[config.mk]
export PLATFORM = sky130hd
export DESIGN_NAME = alu_adder_cs_seq
export DESIGN_NICKNAME = d
export VERILOG_FILES = /design/src/rtl/alu_adder_pkg.sv /design/src/rtl/alu_adder_cs_slice.sv /design/src/rtl/full_adder.sv /design/src/rtl/alu_adder_cs_seq.sv
export SDC_FILE = /design/constraint.sdc
export NUM_CORES = 1
export LEC_CHECK = 0
export ABC_AREA = 0
export CORE_MARGIN = 3
export CORE_UTILIZATION = 55
export CTS_CLUSTER_DIAMETER = 120
export CTS_CLUSTER_SIZE = 10
export DETAILED_ROUTE_END_ITERATION = 16
export HOLD_SLACK_MARGIN = 0.1
export PLACE_DENSITY = 0.84
export SLEW_MARGIN = 40
export SYNTH_ARGS = -nofsm -noshare
export SYNTH_HDL_FRONTEND = slang
export SYNTH_SLANG_ARGS = --single-unit
export TNS_END_PERCENT = 10
[constraint.sdc]
create_clock -name clk -period 6.88 [get_ports clk]
set_clock_uncertainty 0.15 [all_clocks]
set_input_delay 1.032 -clock clk [delete_from_list [all_inputs] [get_ports clk]]
set_output_delay 1.032 -clock clk [all_outputs]
set_load 0.05 [all_outputs]
[src/rtl/alu_adder_pkg.sv]
// Shared types for the sequential carry-select adder/subtractor.
package alu_adder_pkg;

    typedef enum logic [1:0] {
        IDLE = 2'd0,
        RUN  = 2'd1,
        DONE = 2'd2
    } state_t;

    // Slice index width: clog2 of the slice count, never narrower than one bit.
    function automatic int idx_width(input int k);
        int w;
        if (k > 1) begin
            w = $clog2(k);
        end else begin
            w = 1;
        end
        return w;
    endfunction

endpackage

[src/rtl/alu_adder_cs_slice.sv]
// Combinational carry-select slice: both carry cases precomputed, late carry picks one.
module alu_adder_cs_slice #(
    parameter int N = 4
) (
    input  logic [N-1:0] a,
    input  logic [N-1:0] b,
    input  logic         carry_in,
    output logic [N-1:0] sum,
    output logic         carry_out,
    output logic         sum_msb
);

    logic [N-1:0] sum0_s;
    logic [N-1:0] sum1_s;
    logic         co0_s;
    logic         co1_s;

    full_adder #(.N(N)) u_fa_c0 (
        .a    (a),
        .b    (b),
        .cin  (1'b0),
        .sum  (sum0_s),
        .cout (co0_s)
    );

    full_adder #(.N(N)) u_fa_c1 (
        .a    (a),
        .b    (b),
        .cin  (1'b1),
        .sum  (sum1_s),
        .cout (co1_s)
    );

    // Select the precomputed result matching the incoming carry.
    always_comb begin
        if (carry_in) begin
            sum       = sum1_s;
            carry_out = co1_s;
        end else begin
            sum       = sum0_s;
            carry_out = co0_s;
        end
        sum_msb = sum[N-1];
    end

endmodule

[src/rtl/full_adder.sv]
// N-bit ripple full adder with carry in and carry out.
module full_adder #(
    parameter int N = 4
) (
    input  logic [N-1:0] a,
    input  logic [N-1:0] b,
    input  logic         cin,
    output logic [N-1:0] sum,
    output logic         cout
);

    assign {cout, sum} = {1'b0, a} + {1'b0, b} + {{N{1'b0}}, cin};

endmodule

[src/rtl/alu_adder_cs_seq.sv]
// Multi-cycle carry-select adder/subtractor resolving one SLICE-bit chunk per clock.
import alu_adder_pkg::*;

module alu_adder_cs_seq #(
    parameter int WIDTH = 16,
    parameter int SLICE = 4
) (
    input  logic             clk,
    input  logic             rst_n,
    input  logic             in_valid,
    output logic             in_ready,
    input  logic [WIDTH-1:0] a,
    input  logic [WIDTH-1:0] b,
    input  logic             carry_in,
    input  logic             sub,
    input  logic             enable,
    output logic             out_valid,
    input  logic             out_ready,
    output logic [WIDTH-1:0] result,
    output logic             carry_out,
    output logic             overflow
);

    localparam int K  = WIDTH / SLICE;
    localparam int IW = idx_width(K);
    localparam logic [IW-1:0] LAST_IDX = IW'(K - 1);

    state_t           state_q,  state_d;
    logic [WIDTH-1:0] a_q,      a_d;
    logic [WIDTH-1:0] b_q,      b_d;
    logic             en_q,     en_d;
    logic             carry_q,  carry_d;
    logic [IW-1:0]    idx_q,    idx_d;
    logic [WIDTH-1:0] result_q, result_d;
    logic             co_q,     co_d;
    logic             ov_q,     ov_d;

    int               base_s;
    logic [SLICE-1:0] slice_sum_s;
    logic             slice_co_s;
    logic             slice_msb_s;

    assign base_s = int'(idx_q) * SLICE;

    alu_adder_cs_slice #(.N(SLICE)) u_slice (
        .a         (a_q[base_s +: SLICE]),
        .b         (b_q[base_s +: SLICE]),
        .carry_in  (carry_q),
        .sum       (slice_sum_s),
        .carry_out (slice_co_s),
        .sum_msb   (slice_msb_s)
    );

    // Next-state and datapath update for the IDLE/RUN/DONE sequence.
    always_comb begin
        state_d  = state_q;
        a_d      = a_q;
        b_d      = b_q;
        en_d     = en_q;
        carry_d  = carry_q;
        idx_d    = idx_q;
        result_d = result_q;
        co_d     = co_q;
        ov_d     = ov_q;
        case (state_q)
            IDLE: begin
                if (in_valid) begin
                    a_d      = a;
                    b_d      = sub ? ~b : b;
                    en_d     = enable;
                    carry_d  = sub ? 1'b1 : carry_in;
                    idx_d    = '0;
                    result_d = '0;
                    state_d  = RUN;
                end else begin
                    state_d  = IDLE;
                end
            end
            RUN: begin
                result_d[base_s +: SLICE] = en_q ? slice_sum_s : {SLICE{1'b0}};
                carry_d = slice_co_s;
                if (idx_q == LAST_IDX) begin
                    co_d    = slice_co_s;
                    // Overflow uses the true sum MSB, independent of enable.
                    ov_d    = (a_q[WIDTH-1] == b_q[WIDTH-1]) && (slice_msb_s != a_q[WIDTH-1]);
                    state_d = DONE;
                end else begin
                    idx_d   = idx_q + 1'b1;
                end
            end
            DONE: begin
                if (out_ready) begin
                    state_d = IDLE;
                end else begin
                    state_d = DONE;
                end
            end
            default: begin
                state_d = IDLE;
            end
        endcase
    end

    // State and datapath registers with synchronous active-low reset.
    always_ff @(posedge clk) begin
        if (!rst_n) begin
            state_q  <= IDLE;
            a_q      <= '0;
            b_q      <= '0;
            en_q     <= 1'b0;
            carry_q  <= 1'b0;
            idx_q    <= '0;
            result_q <= '0;
            co_q     <= 1'b0;
            ov_q     <= 1'b0;
        end else begin
            state_q  <= state_d;
            a_q      <= a_d;
            b_q      <= b_d;
            en_q     <= en_d;
            carry_q  <= carry_d;
            idx_q    <= idx_d;
            result_q <= result_d;
            co_q     <= co_d;
            ov_q     <= ov_d;
        end
    end

    assign in_ready  = (state_q == IDLE);
    assign out_valid = (state_q == DONE);
    assign result    = result_q;
    assign carry_out = co_q;
    assign overflow  = ov_q;

endmodule
==> run_results.csv <==
group,metric,value,unit
critical_path,cp_data_arrival_time,3.28,ns
sta,relSlewSlack,55.1,%
drt,drt-total-wl,5940,um
yosys,yosysSeqAreaShare,39.9,%
drt,drc,0,
global_route,grt_pass1_vias,2069,
clock_tree,h-tree-depth,2,
clock_tree,hold_buffers,0,
critical_path,cp.required,6.94,ns
sta,tightest_slew,0.668,ns
clock_tree,cts_tree,"done",
clock_tree,clk_pin_slew,0.10,ns
drt,drtPass1Iterations,4,
critical_path,cp-start-kind,"flip-flop",
critical_path,critical_path.max_fanout,17,
clock_tree,clk_latency,0.31,ns
sta,hold_violations,0,
placed_design,dpl_cell_area,0.00340,sq mm
sta,final-max-slew-violation-count,0,
pwr,p_leak,1.46,nW
clock_tree,cts-resized-gates,0,
sta,fin_setup_tns,0,ns
floorplan,core_area,0.00482,sq mm
floorplan,rows,25,
drt,vias_per_cell,5.53,
yosys,ys_ff_latch,56,
pwr,power.clock.fraction,32.5,%
yosys,yosysWarnings,0,
yosys,synth_area_leader_cell,"dfxtp_1",
sta,fmax,0.311,GHz
placed_design,place.detailed.hpwl,4300,um
yosys,netlist_area,0.00281,sq mm
yosys,synth_ff_type,"dfxtp_1",
critical_path,worst-r2r-cell-count,9,
critical_path,startpoint,"idx_q[0]",
drt,dr_total_vias,2290,
clock_tree,numCtsBuffers,5,
drt,drtIter0Drc,175,
cells_and_area,fin_area,0.00353,sq mm
yosys,synth-xor-area-share,6.69,%
pwr,p_per_area,204,mW/mm^2
hold_path,hold-path-endpoint,"a_q[5]",
global_route,grt_pass1_wl,9820,um
clock_tree,ctsRootBufferMaster,"clkbuf_8",
cells_and_area,nNetsFinal,395,
clock_tree,post_cts_buffers,0,
placed_design,gp_congestion,0.840,
pwr,swShare,25.4,%
cells_and_area,final_cells,414,
floorplan,die_h,77.4,um
floorplan,chipWidth,77.4,um
sta,setup_viol,0,
yosys,synth.most_common_cell,"nand2_1",
placed_design,portBuffers,58,
global_route,gr-total-overflow,0,
global_route,antenna_found_initial,0,
yosys,synth_top_area_share,39.9,%
sta,rsz0062_at_grt,"false",
floorplan,initial_core_util,58.3,%
yosys,yosys.area_share.simple,19.3,%
clock_tree,clock_sinks,56,
yosys,synth_commonest_cells,"nand2_1 (58), dfxtp_1 (56), nor2b_1 (20)",
global_route,grt_start_max_net_pins,60,
critical_path,r2r_slack,3.66,ns
pwr,pwr-share-comb,18.1,%
yosys,synthTopCellsByArea,"dfxtp_1 (40%), nand2_1 (7.8%), mux4_2 (6.4%)",
floorplan,pin_count,59,
pwr,pwr-share-seq,49.4,%
sta,fin_crit,3.22,ns
run,max_cap_viol_count,0,
yosys,synthMuxAreaShare,7.13,%
yosys,synthArstFlopShare,0,%
yosys,synth_cells,298,
pwr,p_int,0.538,mW
drt,drtAntennaViolNets,0,
yosys,synth-edff-count,0,
cells_and_area,drive_gt1_share,7.20,%
critical_path,endpoint_kind,"flip-flop",
yosys,synth_cell_types,37,
placed_design,dp.cells,406,
yosys,synth_fa_ha_area_share,4.73,%
global_route,grtUsageTotal,20.2,%
yosys,synth_compound_area_share,18.4,%
clock_tree,clockBufferDepth,2,
run_status,status,"complete, no violations",
critical_path,timing.rr.start,"idx_q[0]",
pwr,max-vdd-ir-drop,0.150,mV
critical_path,r2r_end,"carry_out",
pwr,switchingPower,0.183,mW
hold_path,min_delay_path_depth,2,
sta,post-route-period-util,46.8,%
hold_path,min_from,"a_q[5]",
floorplan,dieArea,0.00600,sq mm
hold_path,hold_class,"reg2reg",
yosys,post_synth.cell_area_avg,9.42,sq um
drt,detail_route.wl_per_cell,14.3,um
cells_and_area,area_growth,25.6,%
yosys,syn_nets,347,
critical_path,worstSetupPathType,"reg2reg",
sta,whs,0.323,ns
cells_and_area,diodes,0,
yosys,synth_top_family_by_area,"simple AND/OR/NAND/NOR gates",
-- routing by layer --
metal	vias up	routed length (um)	GRT usage, %
met1	1081	2670	25.7
met2	62	2920	34.7
met4	0	75	6.23
li1	1138	-	-
met3	9	272	3.60
met5	-	0	0
-- power groups by stage --
stage	logic [mW]	registers (mW)	clock network [mW]
final	0.131	0.356	0.234
after global routing	0.143	0.359	0.249
after CTS	0.132	0.356	0.237
after detailed placement	0.131	0.363	0
after global placement	0.127	0.362	0
after floorplan	0.0949	0.356	0
-- layout make-up --
| cell class | count | area [sq um] |
|---|---|---|
| repair buffers | 60 | 591 |
| clock buffers | 7 | 96.3 |
| fillers | 396 | 1290 |
| inverters | 6 | 22.5 |
| multi-input cells | 217 | 1580 |
| clock inverters | 1 | 30.0 |
| well taps | 67 | 83.8 |
| flip-flops and latches | 56 | 1120 |
-- worst max-delay path: stages (launching register included) --
cell	delay, ns
dfxtp_2	0.61
mux4_2	0.56
ha_1	0.24
fa_1	0.48
ha_1	0.24
nand2_1	0.12
nor2_1	0.07
o311a_1	0.30
o211a_1	0.15
a31o_1	0.21
-- cell usage in the layout, fill, tap and decap left out --
cell / instances
nand2_1: 58
clkdlybuf4s50_1: 57
dfxtp_1: 55
nor2b_1: 20
o211a_1: 17
a21boi_0: 17
xnor2_1: 16
a22oi_1: 14
nor2_1: 12
ha_1: 9
mux4_2: 8
nand3_1: 7
clkbuf_8: 7
inv_1: 6
o21ai_0: 6
nor3_1: 4
a21oi_1: 4
and2_1: 3
mux2i_1: 2
and4_1: 2
nand4_1: 2
a31o_1: 2
buf_4: 2
nand2b_1: 1
xnor2_2: 1
and3b_1: 1
nor4_1: 1
xor2_1: 1
a21o_1: 1
a21oi_2: 1
xnor3_1: 1
o21a_1: 1
nor3_2: 1
o311a_1: 1
nand3b_4: 1
a31oi_2: 1
fa_1: 1
bufinv_16: 1
dfxtp_2: 1
buf_2: 1
-- cell families (layout without fill, tap and decap cells) --
family,count (synthesis),after routing
AO/OA/AOI/OAI,65,65
XOR/XNOR,19,19
adder cells (fa/ha/maj),10,10
buffers and inverters,25,74
flip-flops,56,56
multiplexers,10,10
AND/OR/NAND/NOR,113,113
-- registers in the layout, summed over array words and instances, names as in the netlist --
name / count
b_q: 16
state_q: 2
en_q: 1
carry_q: 1
result: 16
overflow: 1
a_q: 16
carry_out: 1
idx_q: 2
-- stage by stage --
step	utilization [%]	setup WS, ns	power (mW)
after detailed placement	70.6	3.39	0.494
final	73.2	3.66	0.721
after global placement	70.6	3.46	0.490
after CTS	73.3	3.36	0.725
after global routing	73.2	3.48	0.751
after floorplan	-	3.69	0.451
-- worst max path at each step --
stage                      endpoint  cells past startpoint
after floorplan             carry_q                     10
after global placement    carry_out                      9
after detailed placement    carry_q                      9
after CTS                 carry_out                      9
after global routing      result[7]                      8
final                     carry_out                      9
(Power assumes the default switching activity.)
